File: config.mk
export PLATFORM = sky130hd
export DESIGN_NAME = bus_arbiter
export DESIGN_NICKNAME = d
export VERILOG_FILES = /design/src/rtl/bus_arbiter.sv
export SDC_FILE = /design/constraint.sdc
export NUM_CORES = 1
export LEC_CHECK = 0
export CORE_UTILIZATION = 34
export DETAILED_ROUTE_END_ITERATION = 6
export PLACE_DENSITY = 0.7
export RECOVER_POWER = 50
export SYNTH_ARGS = -nofsm -noshare
export SYNTH_HDL_FRONTEND = slang
export SYNTH_SLANG_ARGS = --single-unit
File: constraint.sdc
create_clock -name clk -period 14.29 [get_ports clk]
set_clock_uncertainty 0.15 [all_clocks]
set_input_delay 2.858 -clock clk [delete_from_list [all_inputs] [get_ports clk]]
set_output_delay 2.858 -clock clk [all_outputs]
set_load 0.02 [all_outputs]
File: src/rtl/bus_arbiter.sv
// bus_arbiter: two-master round-robin/fixed-priority arbiter onto a single-strobe local bus
module bus_arbiter #(
  parameter int ADDR_W = 32,
  parameter int DATA_W = 32,
  parameter int RD_LAT = 1,
  parameter int RR     = 1
) (
  input  logic                clk,
  input  logic                rst,
  input  logic                m0_req,
  input  logic                m1_req,
  input  logic                m0_we,
  input  logic                m1_we,
  input  logic [ADDR_W-1:0]   m0_addr,
  input  logic [ADDR_W-1:0]   m1_addr,
  input  logic [DATA_W-1:0]   m0_wdata,
  input  logic [DATA_W-1:0]   m1_wdata,
  input  logic [DATA_W/8-1:0] m0_wstrb,
  input  logic [DATA_W/8-1:0] m1_wstrb,
  output logic                m0_ack,
  output logic                m1_ack,
  output logic [DATA_W-1:0]   m0_rdata,
  output logic [DATA_W-1:0]   m1_rdata,
  output logic [ADDR_W-1:0]   s_addr,
  output logic [DATA_W-1:0]   s_wdata,
  output logic [DATA_W/8-1:0] s_wstrb,
  output logic                s_rstrb,
  input  logic [DATA_W-1:0]   s_rdata,
  output logic [1:0]          gnt,
  output logic                busy
);
  typedef enum logic [1:0] {IDLE, ISSUE, WAIT, ACK} state_t;
  state_t state, state_nx;
  logic owner;
  logic we_q;
  logic [DATA_W/8-1:0] wstrb_q;
  logic [3:0] cnt;
  logic start, pick1, rd_done;
  assign start = m0_req || m1_req;
  assign pick1 = m1_req && (!m0_req || (RR != 0 && !owner));
  assign rd_done = state == WAIT && cnt == 4'd0;
  always_ff @(posedge clk or posedge rst)
    if (rst) state <= IDLE;
    else state <= state_nx;
  always_comb
    state_nx = state == IDLE  ? (start ? ISSUE : IDLE) :
               state == ISSUE ? (we_q ? ACK : WAIT) :
               state == WAIT  ? (cnt == 4'd0 ? ACK : WAIT) : IDLE;
  always_ff @(posedge clk or posedge rst)
    if (rst) begin
      owner    <= 1'b1;
      we_q     <= 1'b0;
      wstrb_q  <= '0;
      s_addr   <= '0;
      s_wdata  <= '0;
      cnt      <= 4'd0;
      m0_rdata <= '0;
      m1_rdata <= '0;
    end else begin
      if (state == IDLE && start) begin
        owner   <= pick1;
        we_q    <= pick1 ? m1_we : m0_we;
        wstrb_q <= pick1 ? m1_wstrb : m0_wstrb;
        s_addr  <= pick1 ? m1_addr : m0_addr;
        s_wdata <= pick1 ? m1_wdata : m0_wdata;
      end
      if (state == ISSUE && !we_q) cnt <= 4'(RD_LAT - 1);
      if (state == WAIT && cnt != 4'd0) cnt <= cnt - 4'd1;
      if (rd_done && !owner) m0_rdata <= s_rdata;
      if (rd_done && owner) m1_rdata <= s_rdata;
    end
  always_comb begin
    s_wstrb = (state == ISSUE && we_q) ? wstrb_q : '0;
    s_rstrb = state == ISSUE && !we_q;
    m0_ack  = state == ACK && !owner;
    m1_ack  = state == ACK && owner;
    gnt     = state == IDLE ? 2'b00 : {owner, !owner};
    busy    = state != IDLE;
  end
endmodule

==> flow_summary.ini, run 1 <==
[outcome]
violations = capacitance limit, slew limit
outcome = complete, but fails checks

[setup_path]
worst-path-max-fanout = 76
start_kind = input pin
cp.required_ps = 14580
cp-end-kind = async pin
worst-setup-path-type = in2async
reg2reg_depth = 5
critPathArrivalTime_ps = 6260

[layout]
mostFrequentLayoutCell = clkdlybuf4s50_1
area_delta_synth_final_pct = 60.7
fillCellCount = 1451
nets = 975
multi_input_area_mm2 = 0.00237
stdcell_count = 1034
regArea_mm2 = 0.00350
final_util = 0.566
final_layout_size_suffix_gt1_frac = 0.113
final_cell_mix = clkdlybuf4s50_1, dfrtp_1, dlygate4sd3_1, o21ai_0, nand2_1

[clock_tree]
hold_buffers = 0
clk_latency_ps = 420
postCtsSetupBuffers = 0
cts_root_buffer = clkbuf_16
cts_buffers = 17
cts_tree = yes
cts_resized = 0
cts_buffer_depth = 2
htree_levels = 4
clk_pin_slew_worst_paths_ps = 60
clock-sinks = 140

[logic_synthesis]
synth_cells = 491
synth.avg_cell_area_um2 = 12.5
ys_types = 32
synth_area_mm2 = 0.00616
ys_seq_area_frac = 0.569
yosys_warnings = 0
syn-num-nets = 671
synth_seq_cells = 140

[pwr]
power_leakage_uw = 0.00430
power.density_mw_per_mm2 = 221
vdd_drop_max_mv = 0.124
total_power_uw = 2180

[drt]
drt_wl_total_um = 16600
firstDrtPassIters = 4
drc_errors = 0
drt-initial-drc-count = 126
via_per_inst = 4.62
wl_per_cell_um = 16.0
ant_nets = 0
dr_total_vias = 4777

[job]
maxCapViolCount = 2

[global_routing]
grt_pass1_wl_um = 25600
gr-total-overflow = 0
grt_max_degree = 125
grt.total_usage = 0.180
grt_pass1_vias = 5028
grt_antenna_before_repair = 1

[sta]
setup_viol = 0
fmax_mhz = 168
rsz0062_at_grt = no
tightest_slew_ps = 3300
hold_slack_ps = 325
drv_slew = 94
finalHoldViolCount = 0
period_needed_ps = 5970
maxSlewHeadroom = -1.21
final.setup.tns_ps = 0
timing.final.crit_share = 0.418

[die]
fp.dieArea_mm2 = 0.0187
io_pins = 312
start_util = 0.352
die_w_um = 137
core_mm2 = 0.0175
fp-row-count = 48
die_h_um = 137

[placement]
port_buffers = 311
dp_hpwl_um = 12300
gp_congestion = 0.765
place_inst = 1001

[hold_path]
hold_class = reg2reg
hold_depth = 2
cell families (layout without fill, tap and decap cells):
family,after synthesis,in the layout,share of synthesized area
flip-flops,140,140,0.569
multiplexers,133,133,0.247
AND/OR/NAND/NOR,87,87,0.0591
AO/OA/AOI/OAI,83,83,0.0717
buffers and inverters,42,359,0.0404
adder cells (fa/ha/maj),6,6,0.0122
other,0,1,0
cell usage after synthesis:
cell type / count / area share
a21oi_1: 1 / 0.00081
inv_1: 12 / 0.0073
nor3b_1: 1 / 0.0012
buf_1: 2 / 0.0012
nor3_1: 1 / 0.00081
nand2b_1: 2 / 0.0020
o211ai_1: 2 / 0.0024
o21ai_0: 73 / 0.059
and2_1: 1 / 0.0010
nor2_1: 3 / 0.0018
mux2_4: 30 / 0.073
nand3_1: 2 / 0.0016
dfrtp_1: 139 / 0.56
buf_12: 3 / 0.0098
a21boi_1: 1 / 0.0012
o21a_1: 1 / 0.0012
buf_2: 10 / 0.0081
nor2b_1: 1 / 0.0010
ha_1: 6 / 0.012
dfstp_2: 1 / 0.0043
nand4bb_1: 1 / 0.0018
o2111ai_1: 2 / 0.0028
mux2_2: 34 / 0.062
buf_6: 2 / 0.0037
mux2i_1: 69 / 0.11
clkbuf_1: 9 / 0.0055
buf_4: 4 / 0.0049
nand2_1: 70 / 0.043
o311ai_0: 2 / 0.0028
a31oi_1: 1 / 0.0010
or2_1: 1 / 0.0010
and3_1: 4 / 0.0041
sequential cells by signal, indices dropped and copies added, names as in the netlist:
register  flops
cnt           4
owner         1
state         2
m1_rdata     32
we_q          1
s_addr       32
s_wdata      32
m0_rdata     32
wstrb_q       4
critical path: stages:
cell	delay, ps
dlygate4sd3_1	550
clkinvlp_2	1860
buf_4	890
area by class of cell:
class / instances / area share
repair buffers: 315 / 0.318
well taps: 225 / 0.0284
clock buffers: 17 / 0.0430
diodes: 1 / 0.000253
inverters: 12 / 0.00468
flip-flops and latches: 140 / 0.354
multi-input cells: 309 / 0.239
clock inverters: 15 / 0.0129
per-stage QoR:
step	setup slack [ps]	area, um^2
global placement	8880	9410
global route	7680	9900
floorplan	7530	6160
finish	8320	9900
CTS	9210	9960
detailed placement	8770	9410
layer usage:
metal	vias up	share of wire	global-route usage
met3	16	0.092	0.0607
met2	216	0.51	0.323
met1	2226	0.39	0.195
met4	0	0.014	0.0685
met5	-	0	0
li1	2319	-	-
final timing paths:
kind / from / end / slack, ps
setup / recovery: rst / m1_rdata[3] / 8320
hold / removal: s_addr[29] / s_addr[29] / 330
setup reg to reg: state[0] / s_addr[27] / 11300
hold reg to reg: s_addr[29] / s_addr[29] / 330
max in group clk: m1_req / s_addr[27] / 8440
min in group asynchronous: rst / m1_rdata[27] / 3710
power by group:
| part | switching, uW | total [uW] | internal (uW) |
|---|---|---|---|
| clock | 188 | 416 | 228 |
| combinational | 548 | 1070 | 522 |
| sequential | 103 | 698 | 595 |
| total | 840 | 2180 | 1340 |
(Power assumes the default switching activity.)
==> inputs of run 2 (changes only) <==
clock period = 5.9 ns   (was 14.29 ns; I/O delays follow)
==> run 2 against run 1 <==
Compared with the run above:
- the run still ends with capacitance limit, slew limit left
- sequential share of layout area rose by 0.13 points
- first-iteration DRC count rose by 25%
- highest routed layer unchanged
- critical path depth rose by 1
- utilization fell by 0.21 points
- critical endpoint is now s_wdata[15]
- largest cell class unchanged
- critical path type is now in2reg
==> flow_summary.ini, run 2 (synthesis gave the netlist of run 1 again) <==
[clock_tree]
clk_latency_ps = 410
clock-sinks = 140
cts_buffers = 17
cts_root_buffer = clkbuf_16
cts_buffer_depth = 2
htree_levels = 4
hold_buffers = 0
postCtsSetupBuffers = 0
cts_tree = yes
cts_resized = 0
clk_pin_slew_worst_paths_ps = 60

[sta]
drv_slew = 177
tightest_slew_ps = 2320
hold_slack_ps = 323
maxSlewHeadroom = -0.546
rsz0062_at_grt = no
finalHoldViolCount = 0
setup_viol = 0
fmax_mhz = 285
period_needed_ps = 3510
final.setup.tns_ps = 0
timing.final.crit_share = 0.595

[layout]
final_cell_mix = clkdlybuf4s50_1, dfrtp_1, o21ai_0, nand2_1, mux2i_1
area_delta_synth_final_pct = 60.1
final_layout_size_suffix_gt1_frac = 0.0890
num_antenna_cells = 0
mostFrequentLayoutCell = clkdlybuf4s50_1
nets = 976

[die]
fp-row-count = 48
die_h_um = 137
start_util = 0.352
core_mm2 = 0.0175
fp.dieArea_mm2 = 0.0187
io_pins = 312
die_w_um = 137

[setup_path]
worst-path-max-fanout = 132
start_kind = input pin
path_cells = dlygate4sd3_1 > o21ai_0 > buf_4 > o21ai_0
cp_slowest_cell = buf_4
critPathArrivalTime_ps = 3590
cp-end-kind = flip-flop
cp.required_ps = 5980
cp_common_cell = o21ai_0
crit_family = buffers and inverters
reg2reg_slack_ps = 2700
slowest_delay_ps = 890
worst-setup-path-type = in2reg
cp_num_buf_inv = 2

[job]
maxCapViolCount = 3

[hold_path]
hold_class = reg2reg

[drt]
ant_nets = 0
drt-initial-drc-count = 158
dr_total_vias = 4824
firstDrtPassIters = 4
drt_wl_total_um = 16600
drc_errors = 0
wl_per_cell_um = 16.0
via_per_inst = 4.67

[outcome]
outcome = complete, but fails checks
violations = capacitance limit, slew limit

[placement]
gp_congestion = 0.777
dp_hpwl_um = 12400
port_buffers = 311

[pwr]
total_power_uw = 5280
vdd_drop_max_mv = 0.308
power.density_mw_per_mm2 = 535
power_leakage_uw = 0.00419

[global_routing]
grt_max_degree = 133
grt.total_usage = 0.182
grt_pass1_wl_um = 26000
gr-total-overflow = 0
grt_pass1_vias = 5072
grt_antenna_before_repair = 0
run 2: path summary, 6_finish.rpt:
check	end	from	cells after the start
setup / recovery	s_wdata[15]	m1_req	4
hold / removal	s_wdata[3]	s_wdata[3]	2
setup reg to reg	m0_rdata[17]	state[0]	6
hold reg to reg	s_wdata[3]	s_wdata[3]	2
max in group asynchronous	s_wdata[8]	rst	3
min in group asynchronous	m0_rdata[26]	rst	2
run 2: worst reg2reg max path, cell delays in order (launching register included):
cell and delay [ps]:
dfrtp_1 400, inv_1 100, ha_1 260, nand4bb_1 210, nor2_2 130, clkbuf_1 1360, mux2_2 480
run 2: cell type report:
type,instances,area (um^2)
Clock buffer,20,447
Multi-Input combinational cell,309,2310
Clock inverter,12,114
Sequential cell,140,3500
Inverter,12,48.8
Fill cell,1469,7620
Tap cell,225,282
Timing Repair Buffer,316,3160
run 2: per-stage QoR:
| stage | cell area [um^2] | setup WS, ps | utilization | std cells |
|---|---|---|---|---|
| floorplan | 6160 | 819 | - | 491 |
| global placement | 9430 | 2520 | 0.540 | 1002 |
| detailed placement | 9430 | 2400 | 0.540 | 1002 |
| CTS | 9990 | 2500 | 0.572 | 1034 |
| global route | 9860 | 1950 | 0.564 | 1034 |
| finish | 9860 | 2390 | 0.564 | 1034 |
run 2: layer usage:
| layer | share of wire | GRT usage | wire length (um) |
|---|---|---|---|
| met1 | 0.39 | 0.206 | 6510 |
| met5 | 0 | 0 | 0 |
| met3 | 0.092 | 0.0670 | 1520 |
| met2 | 0.50 | 0.311 | 8210 |
| met4 | 0.020 | 0.0685 | 334 |
run 2: power breakdown:
group          internal [uW]  switching [uW]
registers               1440             254
clock network            594             414
logic                   1250            1320
total                   3290            1990
